[src/rtl/mem_access_stage.sv]
`default_nettype none
// ============================================================================
// Module      : mem_access_stage
// Description : MEM-stage access unit of the pipelined MIPS core. It reads the
//               EX/MEM register outputs and issues data-memory requests over a
//               req/ready handshake. While a load or store is outstanding it
//               stalls EX/MEM and all earlier stages. If memory does not answer
//               within WAIT_LIMIT wait cycles, the request is aborted. The unit
//               writes the MEM/WB register.
// Ports       : clk, rst_n                  - clock, async active-low reset
//               RegWriteM..write_regM       - EX/MEM register outputs
//               mem_req/we/addr/wdata       - request to data memory
//               mem_ready/rdata             - response from data memory
//               stallM                      - hold EX/MEM and earlier stages
//               RegWriteW..write_regW       - MEM/WB register
//               addr_errW                   - pulse: misaligned access dropped
//               mem_timeout                 - pulse: request aborted
// Revision    : 1.0 - initial release
// ============================================================================
module mem_access_stage #(
    parameter int DATA_WIDTH = 32,
    parameter int WAIT_LIMIT = 15
) (
    input  logic                  clk,
    input  logic                  rst_n,
    input  logic                  RegWriteM,
    input  logic                  MemtoRegM,
    input  logic                  MemWriteM,
    input  logic [DATA_WIDTH-1:0] alu_resultM,
    input  logic [DATA_WIDTH-1:0] write_dataM,
    input  logic [4:0]            write_regM,
    output logic                  mem_req,
    output logic                  mem_we,
    output logic [DATA_WIDTH-1:0] mem_addr,
    output logic [DATA_WIDTH-1:0] mem_wdata,
    input  logic                  mem_ready,
    input  logic [DATA_WIDTH-1:0] mem_rdata,
    output logic                  stallM,
    output logic                  RegWriteW,
    output logic                  MemtoRegW,
    output logic [DATA_WIDTH-1:0] read_dataW,
    output logic [DATA_WIDTH-1:0] alu_resultW,
    output logic [4:0]            write_regW,
    output logic                  addr_errW,
    output logic                  mem_timeout
);

    localparam int CNT_W = $clog2(WAIT_LIMIT + 1);
    localparam logic [CNT_W-1:0] CNT_LAST = CNT_W'(WAIT_LIMIT - 1);

    typedef enum logic [0:0] {
        IDLE = 1'b0,
        WAIT = 1'b1
    } state_t;

    state_t           state, state_next;
    logic [CNT_W-1:0] wait_cnt, cnt_next;

    logic is_mem, access, misaligned, is_load;
    logic abort, complete, pass_thru, misaligned_drop;

    assign is_mem     = MemtoRegM | MemWriteM;
    assign access     = is_mem & (alu_resultM[1:0] == 2'b00);
    assign misaligned = is_mem & (alu_resultM[1:0] != 2'b00);
    // Load+store together is illegal; it is handled as a plain store.
    assign is_load    = MemtoRegM & ~MemWriteM;

    assign mem_req   = rst_n & (((state == IDLE) & access) | (state == WAIT));
    assign mem_we    = MemWriteM;
    assign mem_addr  = {alu_resultM[DATA_WIDTH-1:2], 2'b00};
    assign mem_wdata = write_dataM;

    // Abort on the last allowed wait cycle; stall is released in that same
    // cycle so the aborted instruction leaves M and is not re-issued.
    assign abort    = (state == WAIT) & ~mem_ready & (wait_cnt == CNT_LAST);
    assign complete = mem_req & mem_ready;
    assign stallM   = mem_req & ~mem_ready & ~abort;

    assign pass_thru       = (state == IDLE) & ~is_mem;
    assign misaligned_drop = (state == IDLE) & misaligned;

    always_ff @(posedge clk or negedge rst_n) begin
        if (!rst_n) begin
            state    <= IDLE;
            wait_cnt <= '0;
        end else begin
            state    <= state_next;
            wait_cnt <= cnt_next;
        end
    end

    always_comb begin
        state_next = state;
        cnt_next   = wait_cnt;
        case (state)
            IDLE: begin
                if (access && !mem_ready) begin
                    state_next = WAIT;
                    cnt_next   = '0;
                end
            end
            WAIT: begin
                if (mem_ready || abort) begin
                    state_next = IDLE;
                end else begin
                    cnt_next = wait_cnt + CNT_W'(1);
                end
            end
            default: begin
                state_next = IDLE;
                cnt_next   = '0;
            end
        endcase
    end

    // MEM/WB register. Stall, abort and misaligned cycles insert a bubble;
    // data fields are left untouched on bubbles.
    always_ff @(posedge clk or negedge rst_n) begin
        if (!rst_n) begin
            RegWriteW   <= 1'b0;
            MemtoRegW   <= 1'b0;
            read_dataW  <= '0;
            alu_resultW <= '0;
            write_regW  <= '0;
            addr_errW   <= 1'b0;
            mem_timeout <= 1'b0;
        end else begin
            addr_errW   <= misaligned_drop;
            mem_timeout <= abort;
            if (complete || pass_thru) begin
                RegWriteW   <= RegWriteM;
                MemtoRegW   <= is_load;
                alu_resultW <= alu_resultM;
                write_regW  <= write_regM;
                if (complete && is_load) begin
                    read_dataW <= mem_rdata;
                end
            end else begin
                RegWriteW <= 1'b0;
                MemtoRegW <= 1'b0;
            end
        end
    end

endmodule
`default_nettype wire

[config.mk]
export PLATFORM = sky130hd
export DESIGN_NAME = mem_access_stage
export DESIGN_NICKNAME = d
export VERILOG_FILES = /design/src/rtl/mem_access_stage.sv
export SDC_FILE = /design/constraint.sdc
export NUM_CORES = 1
export LEC_CHECK = 0
export CELL_PAD_IN_SITES_DETAIL_PLACEMENT = 2
export CELL_PAD_IN_SITES_GLOBAL_PLACEMENT = 2
export CORE_MARGIN = 10
export CORE_UTILIZATION = 21
export CTS_CLUSTER_SIZE = 28
export DETAILED_ROUTE_END_ITERATION = 7
export PLACE_DENSITY = 0.92
export SYNTH_ARGS = -nofsm -noshare
export SYNTH_HDL_FRONTEND = slang
export SYNTH_SLANG_ARGS = --single-unit
[constraint.sdc]
create_clock -name clk -period 2.19 [get_ports clk]
set_input_delay 0.438 -clock clk [delete_from_list [all_inputs] [get_ports clk]]
set_output_delay 0.438 -clock clk [all_outputs]
set_load 0.02 [all_outputs]
==> reports/results.txt <==
post-DP HPWL -> 10000 um
CTS root buf -> clkbuf_16
#FFs+latches synth -> 78
initial DRC count -> 44
RSZ-0062 raised after global routing -> no
Sink Count -> 78
total leakage power -> 2.53 nW
Post-synth EDFFs -> 0
clock tree buffer depth -> 2
buffer and inverter count on the worst path -> 3
vias in the first global route -> 2966
Finish-stage setup viols -> 0
Skew-Pair Late Insertion Delay -> 0.33 ns
CP Capture Type -> flip-flop
Routed Antenna Nets -> 0
Setup WS pre-CTS -> -0.359 ns
cell area after layout -> 0.00577 mm^2
Core Region -> 0.0172 mm^2
Seq/Total Area, Yosys -> 0.529
Post-Route WL -> 12800 um
Syn Inst Count -> 259
run status -> finished, final reports clean
Worst-path clk slew -> 0.06 ns
Final period util -> 0.982
commonest non-fill, non-tap cell in the layout -> clkdlybuf4s50_1
via count -> 2503
wire per inst -> 20.3 um
max incr delay on CP -> 0.60 ns
Area contributors post-synth -> dfrtp_1 53%, buf_4 13%, mux2_2 12%
drc violations -> 0
Layout fillers -> 1778
Cell Pwr Density -> 936 mW/mm^2
# IOs -> 247
grt total ovfl -> 0
H-tree Lvls -> 3
max-slew violations -> 0
slew at the pin closest to its max-slew limit -> 0.600 ns
Max VDD drop -> 0.000327 V
most frequent cells in the layout -> 173 x clkdlybuf4s50_1, 78 x dfrtp_1, 40 x mux2_2
CTS tree -> built
critical path startpoint category -> primary input
Top FF cell, synth -> dfrtp_1
CP max FO -> 8
crit-path cells -> dlygate4sd3_1, buf_6, nand2_1, or4b_4, clkbuf_16, mux2_4
synth warn -> 0
crit path DAT -> 2.37 ns
Mapped Area -> 0.00369 mm^2
synth unique cells -> 34
ys async rst share -> 1.00
die span in y -> 153 um
overall global routing resource usage -> 0.101
Max-slew headroom -> 0.600
Die W -> 153 um
skew final -> 0.00595 ns
HP Class -> in -> reg
global-route wire length before repair -> 18800 um
Row Count -> 48
post-synth top area share -> 0.529
WP data required -> 2.40 ns
WS Path Type -> in -> reg
final worst path period need -> 2.15 ns
nets -> 506
DIE AREA -> 0.0233 mm^2
initial core utilization -> 0.214
Synth Area per Inst -> 14.3 um^2
slowest stage cell, crit path -> or4b_4
PortBufs -> 180
diodes inserted -> 0
Detailed Routing Iterations Pass 1 -> 4
Worst path top cell family by delay -> buffers and inverters
share of cells above drive strength 1 -> 0.291
routability cong. -> 0.796
initial antenna violation count -> 0
DP Area -> 0.00532 mm^2
number of max-cap violations -> 0
min setup slack post-route -> 0.0387 ns
Layout area overhead -> 56.2%
final hold vios -> 0
Via-to-Cell Ratio -> 3.99
CTS Buf Count -> 9
Synth area leader -> dfrtp_1
fmax -> 465 MHz
largest net degree at the start of global routing -> 47
## cell usage after synthesis (2+ instances only)
master   count
mux2_4      29
buf_4       65
mux2_2      40
a31o_2       2
nand4_1      3
or2_2        2
buf_12       3
dfrtp_1     78
buf_2        4
o21ai_0      3
nor2_1       3
a22o_1       2
nor2b_1      2
ha_1         2
inv_1        2
## flip-flops by register name (all words and copies together), names as in the netlist
name         cells
MemtoRegW        1
RegWriteW        1
addr_errW        1
alu_resultW     32
mem_timeout      1
read_dataW      32
state            1
wait_cnt         4
write_regW       5
## metal layers
layer | track usage | up-vias | share of wire
met2 | 0.189 | 125 | 0.54
met3 | 0.0497 | 9 | 0.084
met4 | 0.0177 | 0 | 0.0050
li1 | - | 1100 | -
met5 | 0 | - | 0
met1 | 0.0998 | 1269 | 0.37
## metrics by stage
| stage | setup TNS, ns | power, mW | util | std cells | hold WS (ns) |
|---|---|---|---|---|---|
| floorplan | 0 | 2.87 | - | 260 | 0.142 |
| global placement | -10.59 | 3.69 | 0.309 | 605 | 0.289 |
| detailed placement | -12.01 | 3.79 | 0.309 | 605 | 0.293 |
| CTS | 0 | 5.51 | 0.329 | 622 | 0.470 |
| global route | 0 | 5.69 | 0.335 | 627 | 0.471 |
| finish | 0 | 5.40 | 0.335 | 627 | 0.451 |
## power by group
group	total [mW]	leakage, nW	switching [mW]	internal, mW
clock	1.66	0.159	0.622	1.04
combinational	1.81	1.41	0.810	1.00
sequential	1.93	0.957	0.185	1.74
## worst register-to-register path, stage by stage (launching register included)
cell and delay [ns]:
dfrtp_1 0.48, a21oi_4 0.06, buf_4 0.16, or4b_4 0.61, clkbuf_16 0.23, mux2_4 0.30
## cells by family after synthesis
logic type                 after synthesis  synth area share
buffers and inverters                   76             0.160
DFF                                     78             0.529
other                                    1           0.00102
AOI/OAI and AO/OA                       12            0.0244
adders and majority gates                2           0.00678
muxes                                   69             0.240
and+or+nand+nor                         21            0.0390
## cell type report
class / count / area [um^2] / area share
timing repair buffer: 200 / 2020 / 0.351
tap: 225 / 282 / 0.0488
inverter: 2 / 7.51 / 0.00130
clock inverter: 6 / 93.8 / 0.0163
sequential: 78 / 1950 / 0.338
multi-input combinational: 106 / 1170 / 0.203
clock buffer: 10 / 239 / 0.0414
## path summary, 6_finish.rpt
| path | startpoint | to | slack, ns | cells after the start |
|---|---|---|---|---|
| max in group asynchronous | rst_n | alu_resultW[25] | 0.49 | 4 |
| hold / removal | alu_resultM[1] | alu_resultW[1] | 0.45 | 2 |
| hold reg to reg | alu_resultW[6] | alu_resultW[6] | 0.51 | 1 |
| min in group asynchronous | rst_n | addr_errW | 0.62 | 3 |
| setup reg to reg | state | read_dataW[13] | 0.24 | 5 |
| setup / recovery | rst_n | read_dataW[13] | 0.04 | 6 |
## repair_timing
action,4_1_cts,5_1_grt
gates cloned,0,3
setup buffers,0,2
resized for setup,12,6
setup endpoints to repair,2,32
hold endpoints to repair,6,0
pin swaps,0,1
hold buffers,1,0
No activity file was read; power rests on OpenSTA's default activity.
